==> src/rtl/wb_stage_pipe.sv <==
// Write-back stage: arbitrates NSRC producers into a one-cycle WB register that drives the RF write port.
// Define WB_TRACE_EN to drive the difftest trace outputs; otherwise they are tied to zero.
module wb_stage_pipe #(
    parameter int DATA_W = 32,
    parameter int REG_AW = 5,
    parameter int NSRC   = 2,
    parameter int ARB_RR = 0,
    parameter int CNT_W  = 32
) (
    input  logic                                  clk,
    input  logic                                  reset,
    input  logic [NSRC-1:0]                       src_valid,
    input  logic [NSRC*(1+REG_AW+2*DATA_W)-1:0]   src_bus,
    output logic [NSRC-1:0]                       src_ready,
    input  logic                                  ws_flush,
    output logic                                  ws_to_rf_valid,
    output logic [REG_AW+DATA_W:0]                ws_to_rf_bus,
    output logic [CNT_W-1:0]                      ws_retire_cnt,
    output logic [DATA_W-1:0]                     debug_wb_pc,
    output logic [3:0]                            debug_wb_rf_we,
    output logic [REG_AW-1:0]                     debug_wb_rf_wnum,
    output logic [DATA_W-1:0]                     debug_wb_rf_wdata
);
    localparam int BUS_W = 1 + REG_AW + 2*DATA_W;
    localparam int PTR_W = (NSRC > 1) ? $clog2(NSRC) : 1;

    logic [NSRC-1:0]   grant;
    logic [NSRC-1:0]   xfer;
    logic              take;
    logic [BUS_W-1:0]  sel_bus;
    logic              ws_valid;
    logic [BUS_W-1:0]  ws_bus_r;
    logic              gr_we;
    logic [REG_AW-1:0] dest;
    logic [DATA_W-1:0] result;
    logic              rf_we;

    generate
        if (ARB_RR != 0) begin : g_rr
            logic [PTR_W-1:0] rr_ptr;
            logic [PTR_W-1:0] ptr_nxt;
            logic             found;

            // Search order starts at rr_ptr and wraps; idle ready parks on rr_ptr.
            always_comb begin
                grant = '0;
                found = 1'b0;
                for (int k = 0; k < NSRC; k++) begin
                    for (int i = 0; i < NSRC; i++) begin
                        if (!found && (i == (int'(rr_ptr) + k) % NSRC) && src_valid[i]) begin
                            grant[i] = 1'b1;
                            found    = 1'b1;
                        end
                    end
                end
                if (!found) begin
                    for (int i = 0; i < NSRC; i++) begin
                        if (i == int'(rr_ptr)) grant[i] = 1'b1;
                    end
                end
            end

            always_comb begin
                ptr_nxt = rr_ptr;
                for (int i = 0; i < NSRC; i++) begin
                    if (xfer[i]) ptr_nxt = PTR_W'((i + 1) % NSRC);
                end
            end

            always_ff @(posedge clk) begin
                if (reset) rr_ptr <= '0;
                else if (take) rr_ptr <= ptr_nxt;
            end
        end else begin : g_fixed
            // Ready is an allowin: it ignores the channel's own valid.
            always_comb begin
                grant = '0;
                for (int i = 0; i < NSRC; i++) begin
                    grant[i] = 1'b1;
                    for (int j = 0; j < i; j++) begin
                        if (src_valid[j]) grant[i] = 1'b0;
                    end
                end
            end
        end
    endgenerate

    assign src_ready = ws_flush ? '0 : grant;
    assign xfer      = src_valid & src_ready;
    assign take      = |xfer;

    always_comb begin
        sel_bus = '0;
        for (int i = 0; i < NSRC; i++) begin
            if (xfer[i]) sel_bus = src_bus[i*BUS_W +: BUS_W];
        end
    end

    always_ff @(posedge clk) begin
        if (reset) begin
            ws_valid      <= 1'b0;
            ws_bus_r      <= '0;
            ws_retire_cnt <= '0;
        end else begin
            ws_valid <= take;
            if (take) ws_bus_r <= sel_bus;
            if (ws_valid) ws_retire_cnt <= ws_retire_cnt + CNT_W'(1);
        end
    end

    assign gr_we  = ws_bus_r[BUS_W-1];
    assign dest   = ws_bus_r[2*DATA_W +: REG_AW];
    assign result = ws_bus_r[DATA_W +: DATA_W];
    assign rf_we  = ws_valid & gr_we & (|dest);

    assign ws_to_rf_valid = ws_valid;
    assign ws_to_rf_bus   = {rf_we, dest, result};

`ifdef WB_TRACE_EN
    assign debug_wb_pc       = ws_bus_r[DATA_W-1:0];
    assign debug_wb_rf_we    = {4{rf_we}};
    assign debug_wb_rf_wnum  = dest;
    assign debug_wb_rf_wdata = result;
`else
    logic unused_pc;
    assign unused_pc         = ^ws_bus_r[DATA_W-1:0];
    assign debug_wb_pc       = '0;
    assign debug_wb_rf_we    = '0;
    assign debug_wb_rf_wnum  = '0;
    assign debug_wb_rf_wdata = '0;
`endif
endmodule

==> config.mk <==
export PLATFORM = sky130hd
export DESIGN_NAME = wb_stage_pipe
export DESIGN_NICKNAME = d
export VERILOG_FILES = /design/src/rtl/wb_stage_pipe.sv
export SDC_FILE = /design/constraint.sdc
export NUM_CORES = 1
export LEC_CHECK = 0
export BUFFER_PORTS_ARGS = -buffer_cell sky130_fd_sc_hd__buf_2
export CORE_MARGIN = 1.5
export CORE_UTILIZATION = 31
export DETAILED_ROUTE_END_ITERATION = 10
export GPL_TIMING_DRIVEN = 0
export PLACE_DENSITY = 0.61
export SETUP_SLACK_MARGIN = 0.2
export SKIP_CTS_REPAIR_TIMING = 1
export SYNTH_ARGS = -nofsm -noshare
export SYNTH_HDL_FRONTEND = slang
export SYNTH_SLANG_ARGS = --single-unit
export TNS_END_PERCENT = 20
==> constraint.sdc <==
create_clock -name clk -period 3.27 [get_ports clk]
set_clock_uncertainty 0.05 [all_clocks]
set_input_delay 0.1635 -clock clk [delete_from_list [all_inputs] [get_ports clk]]
set_output_delay 0.1635 -clock clk [all_outputs]
set_load 0.02 [all_outputs]
==> results by stage, run 1 <==
Flow run:
- Across the run, the number of max-cap violations was 0.

Min path:
- The hold path startpoint is src_bus[131].
- The worst hold path belongs to the class primary input to flop.

Pwr:
- In this run the static leakage power is about 0.0027 uW.
- The power density relative to cell area is 418.2 nW/um^2.
- VDD sags by at most 0.2259 mV.
- Power comes to approximately 2300 uW.

Placement:
- Counting tap cells, the placed design contains a total of slightly below 900 instances.
- The wire-length estimate of the detail-placed layout is around 8400 um.
- At the end of routability-driven placement, the weighted congestion stood at slightly below 0.8.
- The number of buffers added on ports is 153.

Global routing:
- The via count of the first global-routing pass is roughly 3400.
- The total overflow left after global routing is 0.
- Entering global routing, the biggest net connects 12 pins.
- The initial antenna violation count is 0.
- The global-route wire length before repair is ~16000 um.
- The aggregate global-route resource usage is between 10% and 20%.

Final layout:
- The fraction of layout cells with a size suffix above 1 is between 40% and 50%.
- The end-of-flow core utilization is 44.87%.
- Excluding fillers, the count of instances in the completed layout stands at a little under 900.
- 0 antenna diodes ended up in the layout.
- At the end of the flow, the number of nets in the layout was about 860.
- Fill cells in the final layout number 1250.
- The area overhead of the layout relative to synthesis is 39.24%.
- The sequential cells in the finished layout cover a total of 1421 sq um.
- The multi-input combinational cells in the finished layout cover a total of ~1800 sq um.

STA:
- The highest clock rate is roughly 450 MHz.
- The worst hold slack after final layout is 0.06214 ns.
- The post-route minimum period is around 2.2 ns.
- The final-report max-slew violation count is 0.
- The final-report setup violation count is 0.
- The fraction of the cycle the final worst path needs is 67.22%.
- The number of endpoints with negative hold slack in the final report was 0.
- Setup repair after global routing left no endpoint under its margin.
- The transition at the pin with the smallest max-transition slack is approximately 0.57 ns.
- The relative slew slack is between 60% and 70%.
- The total negative setup slack is 0 ns.

Clocking:
- The register clock-pin slew on the reported worst setup and hold paths is 0.06 ns.
- The clock tree from TritonCTS is built.
- The clock latency on the worst-skew pair is 0.33 ns.
- The clock passes through at most 2 buffers.
- CTS built an H-tree with a depth of 3.
- The number of CTS-inserted buffers is 9.
- The number of sinks handled by clock tree synthesis is approximately 70.
- The root buffer cell is sky130_fd_sc_hd__clkbuf_16.

Routing:
- The number of DRC markers in iteration 0 is about 110.
- The detailed-route vias per instance is 4.287.
- After detailed routing, the average wire length per cell comes to 11.88 um.
- The post-detailed-route count of antenna-violating nets is 0.
- The final layout contains routed wiring with a total length of around 11000 um.
- Across all layers, the routed design uses roughly 3800 vias.
- The detailed-router iteration count before antenna repair is 4.
- In the routed design, unresolved DRC markers number 0.

Setup path:
- The kind of critical path is flop to flop.
- The launching element type of the critical path is a flop.
- The critical path launch point is ws_retire_cnt[0]$_SDFFE_PP0P_.
- The cell family contributing the most delay on the critical path is simple AND/OR/NAND/NOR gates.
- The worst endpoint data arrival time is around 2.4 ns.
- The maximum fanout along the worst path is 5.
- The slowest stage of the critical path is the sky130_fd_sc_hd__or4_1 cell.
- The worst register-to-register path begins at ws_retire_cnt[0]$_SDFFE_PP0P_.
- The count of buffer and inverter cells on the critical path is 0.
- The type of element capturing the critical path is a flop.
- Traced cell by cell, the critical path runs through ha_1 > nand4_1 > or4_1 > nor4_1 > mux2_2.
- The required time of the critical path is 3.44 ns.
- The longest individual stage delay on the worst path is 0.53 ns.

Synthesis:
- The cell count after synthesis is around 480.
- The Yosys warning count is 0.
- After synthesis, the mean cell area works out to 8.215 sq um.
- The cell area that synthesis handed to floorplanning was ~3900 sq um.
- After synthesis the netlist holds a flip-flop and latch count of 71.
- Yosys mapped the design onto 34 distinct sky130hd cell types.
- The sequential area share after synthesis is a little over a third.

Floorplanning:
- The boundary pin count is just under 300.
- The die height is ~120 um.
- The die covers 13320 sq um.
- The core outline area is around 12000 sq um.
- The initial core utilization is 32.22%.
- The die boundary width is around 120 um.
- The total number of placement rows is 40.

Status:
- The flow ran to the end, and the final reports show no timing, DRC or antenna violations.
==> layout make-up <==
cell class / instances / area share (%)
Multi-Input combinational cell: 337 / 33.34
Sequential cell: 71 / 26.05
Timing Repair Buffer: 153 / 14.03
Tap cell: 168 / 3.852
Clock buffer: 12 / 4.517
Inverter: 5 / 0.3440
Clock inverter: 4 / 0.8255
Buffer: 136 / 17.04
==> cells by family after synthesis <==
| kind of cell | count (synthesis) | synth area share, % |
|---|---|---|
| simple gates | 141 | 18.26 |
| buf+inv | 141 | 24.20 |
| compound gates | 103 | 16.19 |
| flops | 71 | 36.27 |
| xor+xnor | 12 | 2.682 |
| mux | 7 | 1.979 |
| fa+ha+maj | 1 | 0.3192 |
| other cells | 1 | 0.09569 |
==> worst register-to-register path, stage by stage (launching register included) <==
cell,delay [ns]
sky130_fd_sc_hd__dfxtp_1,0.44
sky130_fd_sc_hd__ha_1,0.30
sky130_fd_sc_hd__nand4_1,0.16
sky130_fd_sc_hd__or4_1,0.53
sky130_fd_sc_hd__nor4_1,0.24
sky130_fd_sc_hd__mux2_2,0.36
==> per-stage QoR <==
stage / instance area (sq um) / worst slack [ns]
after floorplan: 4189 / 1.164
after global placement: 5165 / 1.110
after detailed placement: 5165 / 1.091
after CTS: 5456 / 1.073
after global routing: 5456 / 0.9282
final: 5456 / 1.072
==> worst paths after layout <==
kind,end,slack (ns),depth (start not counted)
max reg2reg,ws_retire_cnt[28]$_SDFFE_PP0P_,1.07,5
min reg2reg,ws_bus_r[58]$_SDFFE_PP0P_,0.40,2
min,ws_bus_r[61]$_SDFFE_PP0P_,0.06,3
max,ws_retire_cnt[28]$_SDFFE_PP0P_,1.07,5
==> registers in the layout, indices dropped and copies added, names as in the netlist <==
register        flops
ws_bus_r           38
ws_retire_cnt      32
ws_to_rf_valid      1
==> synthesized netlist by cell type <==
library cell / count / area, sq um
sky130_fd_sc_hd__or3_1: 5 / 31.28
sky130_fd_sc_hd__nand4_4: 1 / 21.27
sky130_fd_sc_hd__xnor2_1: 9 / 78.83
sky130_fd_sc_hd__a21oi_1: 51 / 255.2
sky130_fd_sc_hd__nor4_1: 11 / 68.82
sky130_fd_sc_hd__clkbuf_1: 20 / 75.07
sky130_fd_sc_hd__nand2_1: 53 / 198.9
sky130_fd_sc_hd__mux2i_1: 1 / 10.01
sky130_fd_sc_hd__and4_1: 2 / 17.52
sky130_fd_sc_hd__xor2_1: 3 / 26.28
sky130_fd_sc_hd__or2_2: 1 / 6.260
sky130_fd_sc_hd__a31o_2: 1 / 8.760
sky130_fd_sc_hd__and2_1: 1 / 6.260
sky130_fd_sc_hd__conb_1: 1 / 3.750
sky130_fd_sc_hd__nand4_1: 11 / 68.82
sky130_fd_sc_hd__nor3_1: 4 / 20.02
sky130_fd_sc_hd__or4_1: 9 / 67.56
sky130_fd_sc_hd__and3_1: 1 / 6.260
sky130_fd_sc_hd__dfxtp_1: 71 / 1421
sky130_fd_sc_hd__ha_1: 1 / 12.51
sky130_fd_sc_hd__mux2_2: 6 / 67.56
sky130_fd_sc_hd__buf_2: 2 / 10.01
sky130_fd_sc_hd__nor3b_1: 1 / 7.510
sky130_fd_sc_hd__o311a_1: 1 / 10.01
sky130_fd_sc_hd__nor2b_1: 7 / 43.79
sky130_fd_sc_hd__nand3_1: 7 / 35.03
sky130_fd_sc_hd__a22oi_1: 38 / 285.3
sky130_fd_sc_hd__buf_1: 3 / 11.26
sky130_fd_sc_hd__inv_1: 5 / 18.77
sky130_fd_sc_hd__o21ai_0: 6 / 30.03
sky130_fd_sc_hd__or3_2: 4 / 30.03
sky130_fd_sc_hd__nor2_1: 23 / 86.33
sky130_fd_sc_hd__buf_4: 111 / 833.3
sky130_fd_sc_hd__o31ai_1: 6 / 45.04
==> routing by layer <==
metal | vias up | part of all wire, % | GRT usage, % | routed length (um)
li1 | 1954 | - | - | -
met1 | 1691 | 43 | 16.83 | 4526
met2 | 139 | 49 | 27.46 | 5169
met3 | 14 | 6.3 | 2.772 | 663
met4 | 0 | 1.6 | 6.008 | 170
met5 | - | 0 | 0 | 0
==> report_power, final <==
group          switching [uW]  internal (uW)
Combinational             228            179
Clock                     354            608
Sequential               17.7            897
Total                     599           1680
==> placed cells by master, fill, tap and decap left out, drive strengths merged, types with 2 or more instances in the layout <==
cell    count
or3         9
nand2      53
xnor2       9
clkbuf     32
nand3       7
xor2        3
nor3        4
o31ai       6
conb       73
and4        2
clkinv      3
mux2        6
inv         5
a21oi      51
o21ai       6
nand4      12
buf       269
nor4       11
a22oi      38
nor2       23
nor2b       7
or4         9
dfxtp      71
Power figures use the tool's default switching activity.
==> inputs of run 2 (changes only) <==
==> constraint.sdc (replaced) <==
create_clock -name clk -period 2.23 [get_ports clk]
set_clock_uncertainty 0.05 [all_clocks]
set_input_delay 0.1115 -clock clk [delete_from_list [all_inputs] [get_ports clk]]
set_output_delay 0.1115 -clock clk [all_outputs]
set_load 0.02 [all_outputs]
==> run 2 against run 1 <==
- worst hold slack lost 0.049 ns
- cell area grew 3.8%
- non-clock buffer count grew 14
- wire length grew 3.6%
- register-to-register slack lost 0.89 ns
==> results by stage, run 2 (same netlist as run 1, synthesis figures left out) <==
Status:
- The flow ran to the end, and the final reports show no timing, DRC or antenna violations.

Flow run:
- The max-capacitance violation count was 0 (unchanged).

Placement:
- The half-perimeter wire length of the detailed placement result was 8524 um (+1.0%).
- The routability congestion estimate from global placement is 0.7982 (+3.9%).
- The number of buffers added on ports was 153 (unchanged).

Floorplanning:
- The initial core utilization was 32.22% (unchanged).
- The boundary pin count is 291 (unchanged).
- The area enclosed by the die boundary is 13320 sq um (unchanged).
- The die height is 115.4 um (unchanged).
- The die boundary width is 115.4 um (unchanged).
- The core outline area came to 12160 sq um (unchanged).
- The total number of placement rows is 40 (unchanged).

Final layout:
- The number of fillers in the final layout is 1244 (-0.48%).
- The fraction of layout cells with a size suffix above 1 is 45.49% (+4.7 points).
- Leaving out fill and tap cells, the most frequent cell in the layout is sky130_fd_sc_hd__buf_2.
- The area overhead of the layout relative to synthesis is 44.48%.
- The net total in the final layout is 873 (+1.6%).
- The largest register by flop count is ws_bus_r.
- The flip-flop count of the largest register after layout is 38 (unchanged).
- The final antenna diode count is 0 (unchanged).
- The end-of-flow core utilization was 46.55% (+1.7 points).
- In the layout the commonest cells are sky130_fd_sc_hd__buf_2, sky130_fd_sc_hd__buf_4, sky130_fd_sc_hd__conb_1.

Setup path:
- The worst setup path is captured at a flop.
- The worst endpoint data arrival time is 2.21 ns (-0.15 ns).
- The signal on the critical path passes through nand4_1 > or2_2 > clkbuf_1 > nor4_1 > mux2_2.
- The critical path launch point is ws_retire_cnt[11]$_SDFFE_PP0P_.
- The required time of the critical path came to 2.40 ns (-1.04 ns).
- The kind of critical path is flop to flop.
- The number of cell instances on the worst register-to-register path is 5 (unchanged).
- STA classifies the critical path startpoint as a flop.
- The maximum fanout along the worst path is 10 (+5).
- The launch point of the worst reg-to-reg path is ws_retire_cnt[11]$_SDFFE_PP0P_.
- The longest individual stage delay on the worst path is 0.38 ns (-0.15 ns).
- On the critical path, the stage with the largest delay is an instance of sky130_fd_sc_hd__or2_2.

Pwr:
- The total power was 3460 uW (+52%).
- The cell-internal power is 2551 uW (+52%).
- The maximum ir drop on the vdd rail is 0.3204 mV (+42%).
- The switching share of power is 26.27% (about the same).
- The fraction of power consumed by the clock network is 44.1% (+2.0 points).
- The switching power is 909.0 uW (+52%).
- The sequential share of power is 38.6% (-1.5 points).
- The power share of the combinational group is 17.3% (-0.5 points).
- The leakage power is 0.002745 uW (+3.5%).
- The power density relative to cell area is 611.1 nW/um^2 (+46%).

Min path:
- The worst hold path begins at src_bus[110].
- The cell depth of the worst hold path is 3 (unchanged).
- The worst hold path belongs to the class primary input to flop.

STA:
- Setup repair after global routing could not meet its margin everywhere.
- The number of endpoints with negative hold slack in the final report came to 0 (unchanged).
- The post-route minimum period came to 2.045 ns (-0.1534 ns).
- The final-report max-slew violation count came to 0 (unchanged).
- The total negative setup slack is 0 ns (unchanged).
- The fraction of the cycle the final worst path needs is 91.69% (+24 points).
- The final-report setup violation count is 0 (unchanged).
- The transition at the pin with the smallest max-transition slack is 0.5716 ns (+0.005976 ns).
- The highest clock rate was 489.1 MHz (+7.5%).
- The relative slew slack is 61.90% (-0.40 points).

Routing:
- The post-detailed-route count of antenna-violating nets is 0 (unchanged).
- The total vias in the final route is 3879 (+2.1%).
- The final routed wirelength across all metal layers came to 10910 um (+3.6%).
- The mean routed wirelength per cell is 12.12 um (+2.0%).
- The detailed-router iteration count before antenna repair is 4 (unchanged).
- The detailed-route vias per instance is 4.310 (+0.54%).
- The number of DRC markers in iteration 0 is 144 (+37%).
- The post-detailed-route DRC marker count is 0 (unchanged).

Clocking:
- The maximum level of the CTS H-tree is 3 (unchanged).
- The number of CTS-inserted buffers is 9 (unchanged).
- CTS placed an instance of sky130_fd_sc_hd__clkbuf_16 at the clock tree root.
- TritonCTS built the clock tree.
- The register clock-pin slew on the reported worst setup and hold paths was 0.06 ns (about the same).
- The number of sinks handled by clock tree synthesis is 71 (unchanged).
- The clock tree buffer depth is 2 (unchanged).
- The clock latency on the worst-skew pair came to 0.33 ns (about the same).

Global routing:
- The met3 track demand over resource was 2.929% (+0.16 points).
- The leftover overflow at the end of global routing was 0 (unchanged).
- The aggregate global-route resource usage is 15.13% (+0.25 points).
- The global routing usage on met2 is 28.28% (+0.83 points).
- The initial antenna violation count is 0 (unchanged).
- The peak-usage layer in the global routing report is met2.
- The via count of the first global-routing pass is 3300 (-1.7%).
- The global-route wire length before repair was 15860 um (+1.7%).
- The met1 capacity usage during global routing is 17.30% (+0.47 points).
- The maximum number of pins on one net before global-route repair is 13 (+1).
==> run 2: changes by cell type in the layout (fill, tap and decap cells not counted), sizes merged <==
cell / delta
buf: +15
bufinv: +1
clkbuf: -3
clkinv: -1
clkinvlp: +2
==> run 2: routing by layer <==
metal  share of wire (%)  vias to the layer above
met4                0.99                        0
met1                  42                     1742
li1                    -                     1988
met3                 6.3                        9
met2                  51                      140
met5                   0                        -
==> run 2: power groups by stage <==
stage               Combinational (uW)  Clock [uW]  Sequential (uW)
detailed placement                 593           0             1370
floorplan                          434           0             1370
global route                       650        1610             1340
finish                             600        1520             1340
CTS                                594        1550             1340
global placement                   588           0             1370
==> run 2: worst paths after layout <==
check | end | slack (ns)
setup / recovery | ws_retire_cnt[20]$_SDFFE_PP0P_ | 0.19
hold / removal | ws_bus_r[40]$_SDFFE_PP0P_ | 0.01
setup reg to reg | ws_retire_cnt[20]$_SDFFE_PP0P_ | 0.19
hold reg to reg | ws_bus_r[59]$_SDFFE_PP0P_ | 0.40
==> run 2: final cells by class <==
class	instances	area (sq um)	area share, %
buffer	136	944.7	16.69
clock buffer	10	229.0	4.044
clock inverter	6	85.08	1.503
inverter	5	18.77	0.3315
multi-input combinational	337	1848	32.64
sequential	71	1455	25.70
tap	168	210.2	3.713
timing repair buffer	167	870.8	15.38
==> run 2: critical path: cells and delay by family, from the launching register on <==
| family | cells | cell delay, ns |
|---|---|---|
| DFF | 1 | 0.36 |
| and+or+nand+nor | 3 | 0.91 |
| muxes | 1 | 0.37 |
| buffers and inverters | 1 | 0.24 |
==> run 2: per-stage QoR <==
step | worst slack, ns | area, sq um | cells | hold WS (ns)
final | 0.1854 | 5662 | 900 | 0.01353
after global routing | 0.1272 | 5662 | 900 | 0.02516
after CTS | 0.06804 | 5495 | 886 | 0.003035
after detailed placement | 0.09366 | 5181 | 870 | 0.3495
after global placement | 0.1047 | 5181 | 870 | 0.3409
after floorplan | 0.1975 | 4205 | 549 | 0.2457
==> inputs of run 3 (changes only) <==
--- a/config.mk
+++ b/config.mk
@@ -6,13 +6,16 @@
 export NUM_CORES = 1
 export LEC_CHECK = 0
 export BUFFER_PORTS_ARGS = -buffer_cell sky130_fd_sc_hd__buf_2
+export CORE_ASPECT_RATIO = 0.75
 export CORE_MARGIN = 1.5
 export CORE_UTILIZATION = 31
 export DETAILED_ROUTE_END_ITERATION = 10
 export GPL_TIMING_DRIVEN = 0
 export PLACE_DENSITY = 0.61
+export RECOVER_POWER = 25
 export SETUP_SLACK_MARGIN = 0.2
 export SKIP_CTS_REPAIR_TIMING = 1
+export SLEW_MARGIN = 20
 export SYNTH_ARGS = -nofsm -noshare
 export SYNTH_HDL_FRONTEND = slang
 export SYNTH_SLANG_ARGS = --single-unit
==> run 3 against run 2 <==
- worst setup slack got worse by 0.015 ns
- via count decreased by 0.10%
- clock power decreased by 7%
- clock-buffer cell count increased by 2
- largest cell class unchanged
- global-route usage increased by 1.2 points
- die area about the same
- flip-flop and latch count unchanged
- critical endpoint is now ws_retire_cnt[31]$_SDFFE_PP0P_
- non-clock buffer count decreased by 4
- total power decreased by 3.0%
- first-iteration DRC count decreased by 13%
==> results by stage, run 3 (same netlist as run 1, synthesis figures left out) <==
Status:
- The run finished with clean final reports.

STA:
- The final-report setup violation count is 0 (unchanged).
- The number of endpoints with negative hold slack in the final report is 0 (unchanged).
- The final-report max-slew violation count is 0 (unchanged).
- Setup repair after global routing could not meet its margin everywhere.
- The post-route minimum period is 2.060 ns (+0.01532 ns).
- The highest clock rate is 485.5 MHz (-0.74%).
- The fraction of the cycle the final worst path needs was 92.37% (+0.69 points).
- The transition at the pin with the smallest max-transition slack is 0.6210 ns (+0.04938 ns).
- The least setup slack across all paths after layout came to 0.1701 ns (-0.01532 ns).
- The relative slew slack is 58.22% (-3.7 points).

Setup path:
- The number of cell instances on the worst register-to-register path is 5 (unchanged).
- The required time of the critical path came to 2.44 ns (+0.04 ns).
- The worst endpoint data arrival time was 2.27 ns (+0.06 ns).
- The launch point of the worst reg-to-reg path is ws_retire_cnt[11]$_SDFFE_PP0P_.
- The capture instance of the worst register-to-register path is ws_retire_cnt[31]$_SDFFE_PP0P_.
- The launching element type of the critical path is a flop.
- The critical path is of the flop to flop type.
- The type of element capturing the critical path is a flop.
- The maximum fanout along the worst path is 8 (-2).
- The flop-to-flop setup slack came to 0.17 ns (-0.02 ns).

Floorplanning:
- The core outline area was 12310 sq um (+1.2%).
- The boundary pin count is 291 (unchanged).
- The die height is 100.4 um (-13%).
- The die boundary width is 132.8 um (+15%).
- The initial core utilization is 31.85% (-0.38 points).
- The area enclosed by the die boundary came to 13330 sq um (about the same).
- The total number of placement rows came to 35 (-13%).

Clocking:
- The number of CTS-inserted buffers is 9 (unchanged).
- The register clock-pin slew on the reported worst setup and hold paths is 0.06 ns (about the same).
- The number of sinks handled by clock tree synthesis was 71 (unchanged).
- The maximum level of the CTS H-tree is 3 (unchanged).
- The clock latency on the worst-skew pair came to 0.33 ns (about the same).
- The clock tree from TritonCTS is built.
- The clock tree buffer depth is 2 (unchanged).
- CTS placed an instance of sky130_fd_sc_hd__clkbuf_16 at the clock tree root.

Final layout:
- The register area came to 1455 sq um (unchanged).
- Leaving out fill and tap cells, the most frequent cells in the layout are sky130_fd_sc_hd__buf_4, sky130_fd_sc_hd__buf_2, sky130_fd_sc_hd__conb_1.
- The leading cell type in the layout, fill and taps excluded is sky130_fd_sc_hd__buf_4.
- The largest register by flop count is ws_bus_r.
- The net total in the final layout came to 869 (-0.46%).
- The multi-input gate area in the final layout is 1926 sq um (+4.2%).
- Relative to the synthesized area, the layout overhead comes to 43.97%.
- The final instance count without filler cells is 894 (-0.67%).
- The number of fillers in the final layout is 1269 (+2.0%).
- The fraction of layout cells with a size suffix above 1 is 41.35% (-4.1 points).
- The flip-flop count of the largest register after layout is 38 (unchanged).
- The final antenna diode count is 0 (unchanged).

Global routing:
- The peak-usage layer in the global routing report is met2.
- The aggregate global-route resource usage came to 16.30% (+1.2 points).
- The maximum number of pins on one net before global-route repair is 12 (-1).
- The initial antenna violation count is 0 (unchanged).
- The met3 track demand over resource was 4.848% (+1.9 points).
- The global-route wire length before repair is 17220 um (+8.6%).
- The global routing usage on met2 is 26.12% (-2.2 points).
- The leftover overflow at the end of global routing is 0 (unchanged).
- The met1 capacity usage during global routing is 20.49% (+3.2 points).
- The via count of the first global-routing pass is 3547 (+7.5%).

Routing:
- The mean routed wirelength per cell is 12.44 um (+2.6%).
- The final routed wirelength across all metal layers is 11120 um (+2.0%).
- The post-detailed-route count of antenna-violating nets was 0 (unchanged).
- The number of DRC markers in iteration 0 is 125 (-13%).
- The post-detailed-route DRC marker count came to 0 (unchanged).
- The detailed-router iteration count before antenna repair is 4 (unchanged).
- The total vias in the final route is 3875 (-0.10%).
- The detailed-route vias per instance is 4.334 (+0.57%).

Placement:
- The number of buffers added on ports was 153 (unchanged).
- The count of placed standard cells including taps is 868 (-0.23%).
- The half-perimeter wire length of the detailed placement result is 8503 um (-0.24%).
- The worst setup timing slack at the placement stage is 0.04737 ns (-0.04629 ns).
- The routability congestion estimate from global placement is 0.8210 (+2.9%).

Pwr:
- The maximum ir drop on the vdd rail is 0.3031 mV (-5.4%).
- The total power was 3358 uW (-3.0%).
- The leakage power is 0.002629 uW (-4.2%).
- The power density relative to cell area is 595.1 nW/um^2 (-2.6%).

Min path:
- The cell depth of the worst hold path is 3 (unchanged).
- The hold path startpoint is src_bus[133].
- The class of the worst hold path is primary input to flop.
- The sink of the worst hold path is ws_bus_r[63]$_SDFFE_PP0P_.

Flow run:
- The max-capacitance violation count is 0 (unchanged).
==> run 3: cell types whose count changed in the layout (fill, tap and decap cells not counted), sizes merged <==
cell,previous run,this run
clkinv,2,3
buf,284,244
bufinv,2,1
clkbuf,29,67
clkinvlp,2,0
==> run 3: worst max path at each step <==
| stage | to | depth (start not counted) | from | slack (ns) |
|---|---|---|---|---|
| after floorplan | ws_retire_cnt[28]$_SDFFE_PP0P_ | 4 | ws_retire_cnt[7]$_SDFFE_PP0P_ | 0.20 |
| after global placement | ws_retire_cnt[31]$_SDFFE_PP0P_ | 5 | ws_retire_cnt[10]$_SDFFE_PP0P_ | 0.09 |
| after detailed placement | ws_retire_cnt[30]$_SDFFE_PP0P_ | 4 | ws_retire_cnt[7]$_SDFFE_PP0P_ | 0.05 |
| after CTS | ws_retire_cnt[30]$_SDFFE_PP0P_ | 4 | ws_retire_cnt[7]$_SDFFE_PP0P_ | -0.03 |
| after global routing | ws_retire_cnt[31]$_SDFFE_PP0P_ | 5 | ws_retire_cnt[11]$_SDFFE_PP0P_ | 0.12 |
| final | ws_retire_cnt[31]$_SDFFE_PP0P_ | 5 | ws_retire_cnt[11]$_SDFFE_PP0P_ | 0.17 |
==> run 3: worst max-delay path, stage by stage, from the launching register on <==
cell,delay [ns]
sky130_fd_sc_hd__dfxtp_4,0.36
sky130_fd_sc_hd__nand4_1,0.21
sky130_fd_sc_hd__or4_4,0.58
sky130_fd_sc_hd__buf_6,0.15
sky130_fd_sc_hd__or4_4,0.51
sky130_fd_sc_hd__a21oi_2,0.12
==> run 3: layout make-up <==
class                      instances  share of cell area [%]
buffer                           136                   16.79
timing repair buffer             163                   14.11
inverter                           5                  0.3327
clock inverter                     4                  0.7984
sequential                        71                   25.79
multi-input combinational        337                   34.13
clock buffer                      12                   4.369
tap                              166                   3.682
==> run 3: power breakdown <==
part	internal, uW	switching, uW
Clock	891	531
Sequential	1310	27.8
Combinational	262	337
Total	2460	895
==> run 3: metrics by stage <==
step / setup TNS, ns / instance area (sq um) / util [%] / hold WS, ns
floorplan: 0 / 4205 / - / 0.2457
global placement: 0 / 5179 / 42.08 / 0.3324
detailed placement: 0 / 5179 / 42.08 / 0.3434
CTS: -0.02928 / 5470 / 44.45 / -0.004138
global route: 0 / 5642 / 45.85 / 0.01085
finish: 0 / 5642 / 45.85 / 0.007727
==> run 3: routing by layer <==
| metal | up-vias | part of all wire [%] |
|---|---|---|
| li1 | 1973 | - |
| met5 | - | 0 |
| met3 | 21 | 7.8 |
| met1 | 1745 | 43 |
| met2 | 136 | 46 |
| met4 | 0 | 2.7 |
